===== config.mk =====
export PLATFORM = sky130hd
export DESIGN_NAME = tqvp_fpu_cmd_frontend
export DESIGN_NICKNAME = d
export VERILOG_FILES = /design/src/rtl/tqvp_fpu_cmd_frontend.sv
export SDC_FILE = /design/constraint.sdc
export NUM_CORES = 1
export LEC_CHECK = 0
export ABC_AREA = 1
export CAP_MARGIN = 5
export CELL_PAD_IN_SITES_DETAIL_PLACEMENT = 1
export CELL_PAD_IN_SITES_GLOBAL_PLACEMENT = 1
export CORE_UTILIZATION = 44
export CTS_CLUSTER_DIAMETER = 100
export DETAILED_ROUTE_END_ITERATION = 10
export GPL_ROUTABILITY_DRIVEN = 0
export HOLD_SLACK_MARGIN = 0.05
export PLACE_DENSITY = 0.89
export SLEW_MARGIN = 20
export SYNTH_ARGS = -nofsm -noshare
export SYNTH_HDL_FRONTEND = slang
export SYNTH_SLANG_ARGS = --single-unit

===== constraint.sdc =====
create_clock -name clk -period 3.4 [get_ports clk]
set_input_delay 0.68 -clock clk [delete_from_list [all_inputs] [get_ports clk]]
set_output_delay 0.68 -clock clk [all_outputs]
set_load 0.01 [all_outputs]

===== src/rtl/tqvp_fpu_cmd_frontend.sv =====
// tqvp_fpu_cmd_frontend: bus-side command stage of the TinyQV FPU peripheral.
// Captures operands/opcodes from register writes into a command FIFO, issues
// them one at a time to the FPU core (valid/ready), holds the result for
// readback, accumulates sticky IEEE flags and drives the interrupt.
// Optional feature: define FPU_FE_TIMEOUT_EN to enable the core response
// timeout (RESULT forced to qNaN, NV and sticky TO set after TO_CYC cycles).
module tqvp_fpu_cmd_frontend #(
    parameter int unsigned DEPTH  = 4,
    parameter int unsigned TO_CYC = 255
) (
    input  logic        clk,
    input  logic        rst_n,
    input  logic [5:0]  address,
    input  logic [31:0] data_in,
    input  logic [1:0]  data_write_n,
    input  logic [1:0]  data_read_n,
    output logic [31:0] data_out,
    output logic        data_ready,
    output logic        user_interrupt,
    output logic        cmd_valid,
    input  logic        cmd_ready,
    output logic [3:0]  cmd_op,
    output logic [31:0] cmd_a,
    output logic [31:0] cmd_b,
    input  logic        res_valid,
    input  logic [31:0] res_data,
    input  logic [4:0]  res_flags
);

    localparam int unsigned PW      = (DEPTH > 1) ? $clog2(DEPTH) : 1;
    localparam logic [4:0]  DEPTH_C = 5'(DEPTH);
    localparam logic [31:0] QNAN    = 32'h7FC0_0000;

    localparam logic [3:0] A_OPA    = 4'd0;
    localparam logic [3:0] A_OPB    = 4'd1;
    localparam logic [3:0] A_CMD    = 4'd2;
    localparam logic [3:0] A_RESULT = 4'd3;
    localparam logic [3:0] A_STATUS = 4'd4;
    localparam logic [3:0] A_FLAGS  = 4'd5;
    localparam logic [3:0] A_IRQEN  = 4'd6;

    typedef enum logic [1:0] {
        S_IDLE  = 2'd0,
        S_ISSUE = 2'd1,
        S_WAIT  = 2'd2
    } state_e;

    // Bus decode
    logic [3:0]  reg_sel;
    logic        wr_en;
    logic        rd_en;
    logic [31:0] wmask;

    // Software-visible registers
    logic [31:0] opa_q;
    logic [31:0] opb_q;
    logic        irq_en_q;
    logic [31:0] data_out_q;
    logic        data_ready_q;
    logic [31:0] rdata;

    // Command FIFO
    logic [67:0]   fifo_q [DEPTH];
    logic [PW-1:0] wr_ptr_q;
    logic [PW-1:0] rd_ptr_q;
    logic [4:0]    count_q;
    logic [4:0]    count_d;
    logic          ovf_q;
    logic          push;
    logic          push_ok;
    logic          pop;
    logic [67:0]   head;

    // Issue FSM and result side
    state_e      state_q;
    logic        cmd_valid_q;
    logic [3:0]  cmd_op_q;
    logic [31:0] cmd_a_q;
    logic [31:0] cmd_b_q;
    logic [31:0] result_q;
    logic        res_full_q;
    logic [4:0]  flags_q;
    logic [4:0]  flags_clr;
    logic        to_flag;

`ifdef FPU_FE_TIMEOUT_EN
    logic       to_q;
    logic [7:0] to_cnt_q;
    logic       unused_ok;
    assign unused_ok = ^address[1:0];
    assign to_flag   = to_q;
`else
    logic       unused_ok;
    assign unused_ok = ^{address[1:0], TO_CYC};
    assign to_flag   = 1'b0;
`endif

    assign reg_sel = address[5:2];
    assign wr_en   = (data_write_n != 2'b11);
    assign rd_en   = (data_read_n != 2'b11);

    // Byte lanes affected by the current write width
    always_comb begin
        case (data_write_n)
            2'b00:   wmask = 32'h0000_00FF;
            2'b01:   wmask = 32'h0000_FFFF;
            default: wmask = 32'hFFFF_FFFF;
        endcase
    end

    assign push      = wr_en && (reg_sel == A_CMD);
    assign push_ok   = push && (count_q != DEPTH_C);
    assign pop       = (state_q == S_ISSUE) && cmd_valid_q && cmd_ready;
    assign head      = fifo_q[rd_ptr_q];
    assign flags_clr = (wr_en && (reg_sel == A_FLAGS)) ? data_in[4:0] : 5'b0;

    // Occupancy next-state: simultaneous push and pop cancel out
    always_comb begin
        count_d = count_q;
        case ({push_ok, pop})
            2'b10:   count_d = count_q + 5'd1;
            2'b01:   count_d = count_q - 5'd1;
            default: count_d = count_q;
        endcase
    end

    // Read data multiplexer
    always_comb begin
        rdata = '0;
        case (reg_sel)
            A_OPA:    rdata = opa_q;
            A_OPB:    rdata = opb_q;
            A_RESULT: rdata = result_q;
            A_STATUS: rdata = {21'b0, count_q, to_flag, ovf_q,
                               (state_q != S_IDLE), res_full_q, 2'b00};
            A_FLAGS:  rdata = {27'b0, flags_q};
            A_IRQEN:  rdata = {31'b0, irq_en_q};
            default:  rdata = '0;
        endcase
    end

    // Operand / IRQ_EN registers and registered read port
    always_ff @(posedge clk or negedge rst_n) begin
        if (!rst_n) begin
            opa_q        <= '0;
            opb_q        <= '0;
            irq_en_q     <= 1'b0;
            data_out_q   <= '0;
            data_ready_q <= 1'b0;
        end else begin
            if (wr_en && (reg_sel == A_OPA)) opa_q <= (opa_q & ~wmask) | (data_in & wmask);
            if (wr_en && (reg_sel == A_OPB)) opb_q <= (opb_q & ~wmask) | (data_in & wmask);
            if (wr_en && (reg_sel == A_IRQEN)) irq_en_q <= data_in[0];
            data_ready_q <= rd_en;
            if (rd_en) data_out_q <= rdata;
        end
    end

    // Command FIFO storage, pointers, occupancy and sticky overflow
    always_ff @(posedge clk or negedge rst_n) begin
        if (!rst_n) begin
            for (int unsigned i = 0; i < DEPTH; i++) fifo_q[i] <= '0;
            wr_ptr_q <= '0;
            rd_ptr_q <= '0;
            count_q  <= '0;
            ovf_q    <= 1'b0;
        end else begin
            if (push_ok) begin
                fifo_q[wr_ptr_q] <= {data_in[3:0], opa_q, opb_q};
                wr_ptr_q         <= wr_ptr_q + 1'b1;
            end
            if (pop) rd_ptr_q <= rd_ptr_q + 1'b1;
            count_q <= count_d;
            if (push && !push_ok) begin
                ovf_q <= 1'b1;
            end else if (wr_en && (reg_sel == A_STATUS) && data_in[4]) begin
                ovf_q <= 1'b0;
            end
        end
    end

    // Issue FSM with registered command outputs, result capture and flag accumulation
    always_ff @(posedge clk or negedge rst_n) begin
        if (!rst_n) begin
            state_q     <= S_IDLE;
            cmd_valid_q <= 1'b0;
            cmd_op_q    <= '0;
            cmd_a_q     <= '0;
            cmd_b_q     <= '0;
            result_q    <= '0;
            res_full_q  <= 1'b0;
            flags_q     <= '0;
`ifdef FPU_FE_TIMEOUT_EN
            to_q        <= 1'b0;
            to_cnt_q    <= '0;
`endif
        end else begin
            // Software clears first; a same-cycle hardware set below takes priority
            if (rd_en && (reg_sel == A_RESULT)) res_full_q <= 1'b0;
            flags_q <= flags_q & ~flags_clr;
`ifdef FPU_FE_TIMEOUT_EN
            if (wr_en && (reg_sel == A_STATUS) && data_in[5]) to_q <= 1'b0;
`endif
            case (state_q)
                S_IDLE: begin
                    if ((count_q != 5'd0) && !res_full_q) begin
                        state_q     <= S_ISSUE;
                        cmd_valid_q <= 1'b1;
                        cmd_op_q    <= head[67:64];
                        cmd_a_q     <= head[63:32];
                        cmd_b_q     <= head[31:0];
                    end
                end
                S_ISSUE: begin
                    if (cmd_ready) begin
                        cmd_valid_q <= 1'b0;
                        state_q     <= S_WAIT;
`ifdef FPU_FE_TIMEOUT_EN
                        to_cnt_q    <= '0;
`endif
                    end
                end
                S_WAIT: begin
                    if (res_valid) begin
                        result_q   <= res_data;
                        res_full_q <= 1'b1;
                        flags_q    <= (flags_q & ~flags_clr) | res_flags;
                        state_q    <= S_IDLE;
`ifdef FPU_FE_TIMEOUT_EN
                    end else if (to_cnt_q == 8'(TO_CYC - 1)) begin
                        result_q   <= QNAN;
                        res_full_q <= 1'b1;
                        flags_q    <= (flags_q & ~flags_clr) | 5'b10000;
                        to_q       <= 1'b1;
                        state_q    <= S_IDLE;
                    end else begin
                        to_cnt_q   <= to_cnt_q + 8'd1;
`endif
                    end
                end
                default: begin
                    state_q     <= S_IDLE;
                    cmd_valid_q <= 1'b0;
                end
            endcase
        end
    end

`ifndef FPU_FE_TIMEOUT_EN
    logic unused_qnan;
    assign unused_qnan = ^QNAN;
`endif

    assign data_out       = data_out_q;
    assign data_ready     = data_ready_q;
    assign user_interrupt = irq_en_q & res_full_q;
    assign cmd_valid      = cmd_valid_q;
    assign cmd_op         = cmd_op_q;
    assign cmd_a          = cmd_a_q;
    assign cmd_b          = cmd_b_q;

endmodule


* Yosys cells after proc, flatten, opt, wreduce, memory -nomap -nowiden
Cells that the tools add are included.
** Cells by class
- $add $sub $neg :: 4
- Order comparisons :: 3
- Equality and inequality tests :: 17
- Multiplexer cells :: 24
- Bitwise gates (word level) :: 13
- Reduce and logical (&&, ||, !) cells :: 27
** Operator list (count)
- bitwise mux 272 bit :: 1
- two-way mux 68 bit :: 3
- case mux 32 bit (6 select lines) :: 1
- binary-select mux 68 bit (select 2 bit) :: 1
- demux 68 bit (select 2 bit) :: 1
- bitwise AND 32 bit :: 3
- bitwise OR 32 bit :: 2
- case mux 32 bit (2 select lines) :: 1
- inverter 32 bit :: 1
- two-way mux 5 bit :: 3
- logical AND 1 bit :: 14
- == test 4 x 3 -> 1 bit, second input constant :: 3
- inequality test 2 bit, second input constant :: 5
- case mux 5 bit (2 select lines) :: 1
- == test 4 x 2 -> 1 bit, second input constant :: 2
- two-way mux 1 bit :: 7
- == test 2 x 1 -> 1 bit, second input constant :: 3
- greater-or-equal comparator 3 bit, second input constant :: 2
- two-way mux 2 bit :: 3
- inverter 2 -> 3 bit :: 2
- case mux 2 bit (3 select lines) :: 1
- AND reduction 3 bit :: 2
- nonzero test 2 bit :: 3
- adder 5 x 1 -> 5 bit, second input constant :: 1
- 17 further kinds :: 22
** Word-level totals
- Register bits :: 489
- Input bits :: 83
- Output and inout port bits :: 103
- Word-level logic and storage cells :: 109

* Longest topological paths before layout
- Depth in word-level cells :: 8
- Depth in mapped cells :: 20
- Depth with buffers taken out :: 17

* Worst setup path after synthesis
No wires, ideal clock.
- Kind :: in2reg
- Start point :: in data_write_n[1]
- End point :: reg count_q[4]
- Setup time :: 0.117 ns
- Arrival :: 2.589 ns
- Data required time :: 3.283 ns
- Slack :: 0.695 ns
- Stages on the path :: 19
- Path buffers :: 3
- Cells stage by stage :: nand2_2 inv_2 nor3_4 nand2_4 buf_6 buf_6 buf_6 ha_1 inv_1 nand2_1 nand2_1 ha_1 inv_1 nand2_1 nand3_1 nand3b_1 nand2_1 nand2_1 nand2_1
** Between the ends
- Word-level cells in the longest chain between the ends :: 5
- Elaborated cells between the ends (all ways) :: 7
- Classes of those cells :: eq/ne: 3; mux: 1; reduce/logical: 3
** RTL lines
- from (decl) :: line 15 : input logic [1:0] data_write_n,
- inequality test 2 bit * :: line 99 : assign wr_en = (data_write_n != 2'b11);
- logical AND 1 bit * :: line 111 : assign push = wr_en && (reg_sel == A_CMD);
- logical AND 1 bit * :: line 112 : assign push_ok = push && (count_q != DEPTH_C);
- == test 2 x 1 -> 1 bit or == test 2 bit (tied branches) :: line 120 : case ({push_ok, pop})
- case mux 5 bit (2 select lines) or nonzero test 2 bit (tied branches)
- to (signal assigned) :: line 173 : count_q <= count_d;
- to (decl) :: line 66 : logic [4:0] count_q;
Every way passes the cells marked *; elsewhere a longest branch is shown, timed or not.
A chain may end at the register's enable or synchronous reset.

* Final worst setup path
Ends and elaborated chain as after synthesis.

==> results.toml <==
[floorplan]
die_area_um2 = 50260
coreArea_um2 = 48850
placementRows = 81
die_h_um = 224.2
chipWidth_um = 224.2
ios = 186
start_util_pct = 44.46

[clock_network]
cts_tree = "yes"
clockRootBuffer = "clkbuf_16"
cts_setup_buffers = 0
clockBufferDepth = 3
cts_buffers = 52
clk_pin_slew_ns = 0.06
worstSkewPairLatency_ns = 0.62
htree_levels = 2
holdBufCountCts = 0
numClockSinks = 489
cts.repair.resized = 0

[worst_setup_path]
cp_cell_sequence = "clkdlybuf4s50_1, nand2_2, inv_2, nor3_4, nand2_8, ha_1, inv_1, nand2_1, nand2_1, ha_1, inv_1, nand2_1, nand3_1, nand3b_1, nand2_1, nand2_1, nand2_1"
cp_max_fo = 6
start_kind = "input port"
worstPathRequired_ns = 3.90
cpPeakStageDelay_ns = 0.53
critPathArrivalTime_ns = 3.21
worstSetupPathType = "in2reg"
reg2reg_depth = 8
slowest_stage = "clkdlybuf4s50_1"
cp-end-kind = "flip-flop"
crit_top_cell = "nand2_1"

[logic_synthesis]
yosys-top-cells-count = "nand2_1 (980), dfrtp_1 (489), o21ai_0 (429)"
synth.most_common_cell = "nand2_1"
synth.yosys.seq_area_share_pct = 56.34
syn_nets = 2711
yosys_warnings = 0
netlist_area_um2 = 21720
synth_seq_cells = 489
yosys.area.top_type = "dfrtp_1"
ys_top_cells_by_area = "dfrtp_1 (56%), nand2_1 (17%), o21ai_0 (9.9%)"
async_flop_share_pct = 100.0
synth_edf_count = 0
yosysUniqueCellTypes = 33
synth_top_area_share_pct = 56.34
syn_area_per_cell_um2 = 8.287
synth_top_flop_cell = "dfrtp_1"
syn_inst = 2621

[detailed_routing]
detail-route-antenna-nets = 0
dr_wl_met3_mm = 4.999
drc_errors = 0
wl_met1_mm = 30.61
first_iter_violations = 1810
routed_wl_mm = 78.05
dr_wl_met2_mm = 38.77
viasPerCell = 5.778
vias = 19900
drtPass1Iterations = 6
avgRoutedWirePerCell_um = 22.66
top_layer = "met4"

[power_and_ir_drop]
finalPower_mw = 23.33
vdd_drop_max_uv = 552.3
p_per_area_nw_per_um2 = 896.3
p_leak_nw = 13.00

[cells_and_area]
syn2layout_area_growth_pct = 19.83
drive_above_1_share_pct = 6.799
fill_cells = 5743
nNetsFinal = 2832
n_antenna_cell = 0

[global_route]
grt_overflow = 0
grt_pass1_wl_mm = 123.1
antenna_found_initial = 0
groute.usage.overall_pct = 31.47
grt_pass1_vias = 21940
grt_max_degree = 157

[placed_design]
dp_slack_ns = 0.1520
port_buffers = 183
dp_hpwl_mm = 46.68

[sta]
finalSetupTns_ns = 0
max_freq_mhz = 368.0
hold_viol = 0
relSlewSlack_pct = 34.71
rsz0062_at_grt = "no"
finalMaxSlewViolations = 0
period_needed_ns = 2.717
worstMarginPinSlew_ns = 0.9793
setup_viol = 0
post-route-period-util_pct = 79.92
skew_ns = 0.02832
setup_ws_ns = 0.6827

[min_path]
hold_class = "in2async"

[run_status]
outcome = "complete, no violations"

[run]
drv_cap = 0
## flip-flops by register name, summed over array words and instances (netlist names), 2 cells and up, named ones only
| signal | flops |
|---|---|
| cmd_a | 32 |
| cmd_b | 32 |
| cmd_op | 4 |
| count_q | 5 |
| data_out | 32 |
| fifo_q | 272 |
| flags_q | 5 |
| opa_q | 8 |
| opb_q | 8 |
| rd_ptr_q | 2 |
| result_q | 32 |
| state_q | 2 |
| wr_ptr_q | 2 |
## placed cells by master (no fill, tap or decap), drive strengths merged, types with 2 or more instances in the layout
master / count
nand4: 2
ha: 7
bufinv: 7
a21oi: 72
inv: 156
buf: 50
nand3: 41
clkinv: 8
xor2: 2
nand2: 984
dfrtp: 489
o22ai: 4
clkdlybuf4s50: 182
nand3b: 2
xnor2: 2
o21ai: 562
nor2: 96
nor3: 3
clkbuf: 74
mux2: 32
## final cells by class
| class | instances | area, um^2 | area share (%) |
|---|---|---|---|
| Sequential cell | 489 | 12240 | 47.04 |
| Timing Repair Buffer | 232 | 2442 | 9.384 |
| Clock inverter | 18 | 301.5 | 1.159 |
| Inverter | 154 | 578.1 | 2.221 |
| Clock buffer | 74 | 1515 | 5.822 |
| Multi-Input combinational cell | 1813 | 8115 | 31.18 |
| Tap cell | 664 | 830.8 | 3.192 |
## per-stage QoR
stage,std cells,hold slack [ns],utilization [%],area [um^2]
global placement,3352,0.4545,49.56,24210
floorplan,2621,0.3844,-,21720
finish,3444,0.02046,53.28,26030
global route,3444,0.07174,53.28,26030
detailed placement,3352,0.4626,49.56,24210
CTS,3444,0.05329,53.28,26030
## worst paths after layout
check	startpoint	to	slack, ns
setup / recovery	data_write_n[1]	count_q[4]	0.68
hold / removal	rst_n	cmd_valid	0.02
setup reg to reg	count_q[0]	fifo_q[91]	0.77
hold reg to reg	cmd_b[10]	cmd_b[10]	0.47
max in group asynchronous	rst_n	fifo_q[41]	2.20
min in group clk	cmd_b[10]	cmd_b[10]	0.47
## report_power, final
part / internal [mW] / switching, mW
combinational: 2.68 / 5.02
clock: 3.64 / 2.49
sequential: 7.89 / 1.62
total: 14.2 / 9.13
## metal layers
| layer | up-vias | track usage (%) |
|---|---|---|
| li1 | 8633 | - |
| met1 | 10160 | 38.96 |
| met2 | 840 | 53.34 |
| met3 | 264 | 5.417 |
| met4 | 0 | 15.32 |
| met5 | - | 0 |
## worst max-delay path, delay by kind of cell
kind / cells / cell delay (ns)
buf+inv: 4 / 0.81
simple gates: 11 / 1.26
fa+ha+maj: 2 / 0.46
## logic make-up after synthesis
| group | synth area share [%] |
|---|---|
| flip-flops | 56.34 |
| AND/OR/NAND/NOR | 20.14 |
| adder cells (fa/ha/maj) | 0.4032 |
| XOR/XNOR | 0.1613 |
| AO/OA/AOI/OAI | 14.84 |
| buffers and inverters | 6.457 |
| multiplexers | 1.659 |
No activity file was read; power rests on OpenSTA's default activity.
